## src/rtl/box_hit_detector.sv

```systemverilog
// Box hit detector: 2-flop synchronizer, debounce filter, hit event FSM and a
// first-word fall-through event FIFO. Define HIT_RELEASE_EVENT_EN to also emit box-0 release events.
module box_hit_detector #(
  parameter int DEBOUNCE_CYCLES = 50000,
  parameter int FIFO_DEPTH      = 4,
  parameter int CNT_W           = 16
) (
  input  logic       CLOCK_50,
  input  logic       reset,
  input  logic [2:0] box_address,
  output logic       hit_valid,
  input  logic       hit_ready,
  output logic [2:0] hit_box,
  output logic [7:0] hit_count,
  output logic [3:0] fifo_level,
  output logic       overflow
);

  localparam int               PTR_W      = $clog2(FIFO_DEPTH);
  localparam logic [CNT_W-1:0] CNT_MAX    = CNT_W'(DEBOUNCE_CYCLES - 1);
  localparam logic [3:0]       LEVEL_FULL = 4'(FIFO_DEPTH);

  localparam logic [0:0] IDLE = 1'b0;
  localparam logic [0:0] HELD = 1'b1;

  logic [2:0]       sync_meta, sync_addr;
  logic [2:0]       candidate, stable_addr;
  logic [CNT_W-1:0] deb_cnt;
  logic [0:0]       state, state_next;
  logic             settle;

  logic             push, pop, full, accept, drop;
  logic [2:0]       push_data, head_next;
  logic [3:0]       level_next;
  logic [PTR_W-1:0] wr_ptr, rd_ptr, rd_next;
  logic [2:0]       mem [FIFO_DEPTH];

  // NOTE: state updates use non-blocking assignments so every flop samples pre-edge values.
  always_ff @(posedge CLOCK_50 or posedge reset) begin
    if (reset) begin
      sync_meta <= '0;
      sync_addr <= '0;
    end else begin
      sync_meta <= box_address;
      sync_addr <= sync_meta;
    end
  end

  assign settle = (deb_cnt == CNT_MAX) && (candidate != stable_addr);

  always_ff @(posedge CLOCK_50 or posedge reset) begin
    if (reset) begin
      candidate   <= '0;
      deb_cnt     <= '0;
      stable_addr <= '0;
    end else begin
      if (sync_addr != candidate) begin
        candidate <= sync_addr;
        deb_cnt   <= '0;
      end else if (deb_cnt != CNT_MAX) begin
        deb_cnt <= deb_cnt + 1'b1;
      end
      if (settle) stable_addr <= candidate;
    end
  end

  // NOTE: every always_comb output gets a default first so no latch is inferred.
  always_comb begin
    push       = 1'b0;
    push_data  = candidate;
    state_next = state;
    if (settle) begin
      if (candidate != 3'd0) begin
        push       = 1'b1;
        state_next = HELD;
      end else begin
        state_next = IDLE;
`ifdef HIT_RELEASE_EVENT_EN
        push       = (state == HELD);
`endif
      end
    end
  end

  always_ff @(posedge CLOCK_50 or posedge reset) begin
    if (reset) state <= IDLE;
    else       state <= state_next;
  end

  assign pop        = hit_valid & hit_ready;
  assign full       = (fifo_level == LEVEL_FULL);
  assign accept     = push & (~full | pop);
  assign drop       = push & full & ~pop;
  assign level_next = fifo_level + 4'(accept) - 4'(pop);
  assign rd_next    = rd_ptr + PTR_W'(pop);

  // Next head comes straight from the push when the FIFO would otherwise be empty.
  always_comb begin
    head_next = 3'd0;
    if (level_next != 4'd0) begin
      if (fifo_level == 4'd0 || (pop && fifo_level == 4'd1)) head_next = push_data;
      else                                                   head_next = mem[rd_next];
    end
  end

  // NOTE: storage is not reset; pointers and level alone decide what is valid.
  always_ff @(posedge CLOCK_50) begin
    if (accept) mem[wr_ptr] <= push_data;
  end

  always_ff @(posedge CLOCK_50 or posedge reset) begin
    if (reset) begin
      wr_ptr     <= '0;
      rd_ptr     <= '0;
      fifo_level <= '0;
      hit_valid  <= 1'b0;
      hit_box    <= '0;
      hit_count  <= '0;
      overflow   <= 1'b0;
    end else begin
      wr_ptr     <= wr_ptr + PTR_W'(accept);
      rd_ptr     <= rd_next;
      fifo_level <= level_next;
      hit_valid  <= (level_next != 4'd0);
      hit_box    <= head_next;
      hit_count  <= hit_count + 8'(accept);
      overflow   <= overflow | drop;
    end
  end

endmodule

```

## config.mk

```make
export PLATFORM = sky130hd
export DESIGN_NAME = box_hit_detector
export DESIGN_NICKNAME = d
export VERILOG_FILES = /design/src/rtl/box_hit_detector.sv
export SDC_FILE = /design/constraint.sdc
export NUM_CORES = 1
export LEC_CHECK = 0
export CORE_AREA = 4 4 101 103
export DETAILED_ROUTE_END_ITERATION = 16
export DIE_AREA = 0 0 105 107
export PLACE_DENSITY = 0.5
export SKIP_CTS_REPAIR_TIMING = 1
export SYNTH_ARGS = -nofsm -noshare
export SYNTH_HDL_FRONTEND = slang
export SYNTH_SLANG_ARGS = --single-unit
```

## constraint.sdc

```tcl
create_clock -name CLOCK_50 -period 5.2 [get_ports CLOCK_50]
set_clock_uncertainty 0.05 [all_clocks]
set_input_delay 1.04 -clock CLOCK_50 [delete_from_list [all_inputs] [get_ports CLOCK_50]]
set_output_delay 1.04 -clock CLOCK_50 [all_outputs]
set_load 0.05 [all_outputs]
```

==> results of run 1 <==
-- state kept, by name, indices dropped and copies added, names as in the netlist --
name,flops
candidate,3
deb_cnt,16
fifo_level,4
hit_box,3
hit_count,8
hit_valid,1
mem,12
overflow,1
rd_ptr,2
stable_addr,3
sync_addr,3
sync_meta,3
wr_ptr,2
-- report_power, final --
part           switching (mW)  internal (mW)  total [mW]
Sequential             0.0299          0.533       0.563
Combinational           0.241          0.161       0.403
Clock                   0.181          0.170       0.351
Total                   0.452          0.864        1.32
-- metrics by stage --
step | power (mW) | hold slack [ps] | instances | cell area (µm²)
6_report | 1.32 | 299 | 375 | 3250
5_1_grt | 1.40 | 321 | 375 | 3250
4_1_cts | 1.34 | 301 | 375 | 3250
3_5_place_dp | 0.983 | 285 | 359 | 3090
3_3_place_gp | 0.977 | 285 | 359 | 3090
2_1_floorplan | 0.866 | 281 | 234 | 2760
-- metal layers --
metal  vias up  GRT usage
met4         0     0.0534
li1        870          -
met3         6     0.0223
met1       829      0.131
met5         -          0
met2        32      0.146
-- how the worst min path moves through the flow --
stage                         endpoint  cells after the start
after floorplan           sync_addr[0]                      0
after global placement    sync_addr[1]                      0
after detailed placement  sync_addr[2]                      0
after CTS                 sync_addr[1]                      0
after global routing      sync_addr[1]                      0
final                     sync_addr[1]                      0
-- cells in the final DEF (no fill, tap or decap), types with 2 or more instances in the layout --
cell type         n
nor4_1            4
nor4b_1           2
inv_1            11
xnor2_1          12
clkbuf_1          2
nand3_1           9
clkbuf_8          9
or3_1             5
clkdlybuf4s50_1  22
dfrtp_1          49
nand2_1          19
nand2b_1          4
and4_1            3
and3_1            2
xor2_1           11
a21oi_1          10
nor3_1            3
ha_1             11
mux2i_1           3
o21ai_0           6
nor2_1           19
nand4_1           5
edfxtp_1         12
clkinv_2          4
nor3b_1           2
mux4_2            3
-- cell usage after synthesis (2+ instances only) --
| cell | count | area [µm²] |
|---|---|---|
| inv_1 | 12 | 45.0 |
| or3_1 | 5 | 31.3 |
| mux4_2 | 3 | 67.6 |
| a21oi_1 | 10 | 50.1 |
| o21ai_0 | 6 | 30.0 |
| nor4b_1 | 2 | 17.5 |
| mux2i_1 | 3 | 30.0 |
| nand2_1 | 19 | 71.3 |
| and4_1 | 3 | 26.3 |
| and3_1 | 2 | 12.5 |
| nand2b_1 | 4 | 25.0 |
| edfxtp_1 | 12 | 360 |
| xnor2_1 | 12 | 105 |
| dfrtp_1 | 49 | 1230 |
| nor4_1 | 4 | 25.0 |
| nand4_1 | 5 | 31.3 |
| nor3_1 | 3 | 15.0 |
| nor2_1 | 19 | 71.3 |
| ha_1 | 11 | 138 |
| nand3_1 | 9 | 45.0 |
| nor3b_1 | 2 | 15.0 |
| clkbuf_1 | 9 | 33.8 |
| xor2_1 | 11 | 96.3 |
-- cell families after synthesis --
logic type / Yosys count / share of synthesized area
muxes: 7 / 0.0394
DFF: 61 / 0.575
AOI/OAI and AO/OA: 22 / 0.0449
adders and majority gates: 12 / 0.0571
xor gates and xnor gates: 23 / 0.0730
and+or+nand+nor: 88 / 0.182
buffers and inverters: 21 / 0.0286
-- area by class of cell --
cell class / instances / share of cell area
sequential: 61 / 0.488
multi-input combinational: 152 / 0.337
timing repair buffer: 23 / 0.0700
tap: 111 / 0.0427
clock buffer: 11 / 0.0404
inverter: 12 / 0.0139
clock inverter: 5 / 0.00846
==> run_results.csv, run 1 <==
group,metric,value,unit
global_routing,antenna_found_initial,0,
setup_path,critPathLaunch,"hit_ready",
timing,finalMaxSlewViolations,0,
timing,final.setup.tns,0,ps
finish,multi_input_area,1090,µm²
place,place.detailed.hpwl,3370,µm
drt,finalWirelength,5040,µm
synthesis,yosys_warnings,0,
finish,area_growth,17.8,%
synthesis,synth_seq_cells,61,
setup_path,path_depth,14,
cts,tritoncts.num_buffers,9,
timing,finalHoldViolCount,0,
pwr,peakVddDrop,191,µV
synthesis,syn_inst,234,
drt,met2_length,2210,µm
finish,nets,277,
cts,cts_tree,"built",
global_routing,grt_usage,0.0976,
cts,clkLatencyLatePin,330,ps
synthesis,postSynthAreaPerCell,11.8,µm²
global_routing,grt_pass1_vias,1775,
place,portBuffers,22,
setup_path,reg2reg_from,"deb_cnt[0]",
timing,fin_crit_sh,0.721,
timing,max_slew.worst_pin.slew,1020,ps
finish,n_antenna_cell,0,
setup_path,cp_cell_sequence,"clkdlybuf4s50_1 > and2_1 > nor4b_1 > nand2b_4 > or3_1 > ha_1 > inv_1 > ha_1 > inv_1 > fa_1 > xnor2_1 > nor3_1 > mux2_2 > nor2_1",
worst_hold_path,hold_path_class,"flop to flop",
cts,cts.sinks,61,
die,dieWidth,105,µm
die,rows,35,
finish,seq_area,1590,µm²
setup_path,worstPathRequired,5410,ps
drt,drcViolationCount,0,
setup_path,cp_num_buf_inv,3,
synthesis,synthFlopType,"dfrtp_1",
timing,rsz0062_at_grt,"false",
timing,final.min_clock_period,3750,ps
setup_path,crit_path_end,"hit_box[2]",
setup_path,cp-end-kind,"flop",
place,routabilityCongestion,0.675,
setup_path,crit_path_top_delay_cell,"clkdlybuf4s50_1",
synthesis,synth_edf_count,12,
finish,nFillCells,935,
drt,drt_iter0_drc,46,
die,io_pins,23,
cts,cts_root_buffer,"clkbuf_8",
drt,vias,1737,
drt,highest_layer,"met4",
flow_run,drv_cap,0,
synthesis,ys_seq_area_frac,0.575,
die,die_y,107,µm
drt,wire_per_inst,13.4,µm
setup_path,cp-start-kind,"primary input",
cts,clockBufferDepth,2,
setup_path,worstSetupPathType,"primary input to flop",
setup_path,arrival,3960,ps
drt,drtAntennaViolNets,0,
status,status,"finished clean",
timing,relSlewSlack,0.316,
drt,firstDrtPassIters,4,
drt,wl_met1,2590,µm
setup_path,cp_max_fo,6,
drt,routed_via_density,4.63,
pwr,power_density,405,nW/µm²
timing,setup-violations-final,0,
pwr,cellLeakagePower,1.35,nW
die,die-area,11200,µm²
worst_hold_path,hp-start,"sync_meta[1]",
place,place_ws,1100,ps
synthesis,synth_area,2760,µm²
setup_path,r2r-end,"hit_box[2]",
die,core,9200,µm²
global_routing,grt_max_degree,50,
setup_path,cp_top_family,"simple AND/OR/NAND/NOR gates",
cts,clk_pin_slew_worst_paths,70,ps
setup_path,r2r_cells,15,
drt,routed-wl-met3,166,µm
synthesis,syn_nets,252,
timing,timing.final.ws_setup,1450,ps
die,start_util,0.300,
setup_path,slowest_delay,460,ps
finish,drive_above_1_share,0.0985,
finish,postLayoutCoreUtil,0.354,
synthesis,async_flop_share,0.803,
cts,ctsHtreeMaxLevel,3,
setup_path,reg2reg_slack,1540,ps
global_routing,grt_pass1_wl,8560,µm
global_routing,grt_overflow_total,0,
synthesis,yosysUniqueCellTypes,42,
timing,timing.fmax,267,MHz
No activity file was read; power rests on OpenSTA's default activity.
==> run 2: changes to the inputs <==
- PLACE_DENSITY: 0.5 -> 0.52
- clock period: 5.2 -> 3.2 ns (I/O delays scaled with it)
==> run_results.csv, run 2 (same netlist as run 1, synthesis figures left out) <==
group,metric,value,unit
status,status,"finished, violations left",
status,violations,"negative setup slack",
drt,drtAntennaViolNets,0,
setup_path,r2r_cells,13,
cts,tritoncts.num_buffers,9,
finish,final_cell_mix,"dfrtp_1, buf_4, clkdlybuf4s50_1, nor2_1, nand2_1",
drt,wire_per_inst,12.9,µm
worst_hold_path,hold_path_class,"flop to flop",
finish,largest_reg_flops,16,
drt,firstDrtPassIters,4,
flow_run,drv_cap,0,
timing,final.setup.tns,-647,ps
place,portBuffers,22,
finish,seq_area,1590,µm²
finish,drive_above_1_share,0.213,
pwr,p_clk_frac,0.303,
timing,relSlewSlack,0.504,
timing,finalMaxSlewViolations,0,
pwr,peakVddDrop,261,µV
setup_path,worstPathRequired,3410,ps
finish,multi_input_area,1140,µm²
global_routing,grt_usage,0.102,
place,routabilityCongestion,0.760,
setup_path,path_depth,13,
die,dieWidth,105,µm
die,die-area,11200,µm²
global_routing,grt_overflow_total,0,
drt,routed_via_density,4.60,
setup_path,cp_num_buf_inv,2,
cts,clockBufferDepth,2,
timing,finalHoldViolCount,0,
cts,clkLatencyLatePin,340,ps
drt,vias,1849,
setup_path,crit_path_top_delay_cell,"or4b_4",
worst_hold_path,hold_end,"sync_addr[1]",
finish,largestRegisters,"deb_cnt (16), mem (12), hit_count (8)",
cts,cts.sinks,61,
setup_path,cp_cell_sequence,"or4b_4 > nor4_4 > nand2b_4 > or3_4 > ha_4 > inv_2 > ha_4 > inv_2 > fa_2 > nand2b_1 > nor3_1 > mux2_4 > nor2_1",
setup_path,worstSetupPathType,"flop to flop",
global_routing,grt_pass1_vias,1936,
pwr,cellLeakagePower,1.53,nW
setup_path,cp-end-kind,"flop",
finish,area_growth,28.8,%
pwr,p_sw_frac,0.328,
die,rows,35,
timing,rsz0062_at_grt,"true",
finish,nets,304,
setup_path,cp-start-kind,"flop",
place,place.detailed.hpwl,3660,µm
drt,drcViolationCount,0,
finish,mostFrequentLayoutCell,"dfrtp_1",
die,io_pins,23,
timing,max_slew.worst_pin.slew,737,ps
die,core,9200,µm²
pwr,internal_power,1.59,mW
setup_path,cp_top_family,"simple AND/OR/NAND/NOR gates",
pwr,combPwrFrac,0.311,
setup_path,cp_max_fo,4,
timing,timing.fmax,296,MHz
global_routing,grt_pass1_wl,8980,µm
drt,drt_iter0_drc,91,
global_routing,grt_max_degree,50,
timing,final.min_clock_period,3380,ps
cts,ctsHtreeMaxLevel,3,
setup_path,r2r-end,"hit_box[1]",
setup_path,reg2reg_from,"deb_cnt[10]",
finish,nFillCells,915,
pwr,power_density,666,nW/µm²
timing,setup-violations-final,4,
timing,fin_crit_sh,1.06,
die,start_util,0.300,
finish,final_area,3550,µm²
setup_path,reg2reg_slack,-180,ps
worst_hold_path,hold-path-cell-count,0,
pwr,p_seq_frac,0.386,
setup_path,arrival,3600,ps
cts,cts_root_buffer,"clkbuf_8",
timing,timing.final.ws_setup,-181,ps
worst_hold_path,hp-start,"sync_meta[1]",
pwr,p_sw,0.777,mW
cts,cts_tree,"built",
global_routing,antenna_found_initial,0,
die,die_y,107,µm
drt,finalWirelength,5170,µm
finish,n_antenna_cell,0,
cts,clk_pin_slew_worst_paths,80,ps
place,placedInstanceArea,3280,µm²
finish,largest-register,"deb_cnt",
setup_path,slowest_delay,560,ps
run 2: cell types whose count changed in the layout (fill, tap and decap cells not counted), sizes merged:
cell / delta
buf: +27
bufinv: +1
clkinvlp: -1
run 2: power groups by stage:
stage	clock, mW	sequential [mW]	combinational, mW
finish	0.718	0.913	0.736
floorplan	0	1.09	0.347
detailed placement	0	0.926	0.722
global placement	0	0.925	0.705
CTS	0.745	0.910	0.726
global route	0.777	0.922	0.799
run 2: metrics by stage:
step	power, mW	std cells	hold WS [ps]	util	setup slack (ps)
6_report	2.37	402	308	0.387	-181
5_1_grt	2.50	402	311	0.387	-298
4_1_cts	2.38	399	307	0.380	-285
3_5_place_dp	1.65	383	290	0.357	-478
3_3_place_gp	1.63	383	285	0.357	-358
2_1_floorplan	1.43	234	281	-	-229
run 2: layer usage:
metal	wire, µm	vias up	global-route usage
li1	-	921	-
met1	2280	897	0.118
met2	2640	26	0.172
met3	201	5	0.0427
met4	50	0	0.0337
met5	0	-	0
run 2: how the worst max path moves through the flow:
stage / end / from
detailed placement: hit_box[1] / hit_ready
global placement: hit_box[1] / hit_ready
floorplan: hit_box[2] / deb_cnt[5]
global route: hit_box[1] / deb_cnt[10]
finish: hit_box[1] / deb_cnt[10]
CTS: hit_box[1] / deb_cnt[11]
run 2: layout make-up:
| class | instances | share of cell area |
|---|---|---|
| Timing Repair Buffer | 50 | 0.121 |
| Sequential cell | 61 | 0.446 |
| Inverter | 12 | 0.0127 |
| Multi-Input combinational cell | 152 | 0.322 |
| Clock inverter | 5 | 0.0162 |
| Tap cell | 111 | 0.0391 |
| Clock buffer | 11 | 0.0429 |
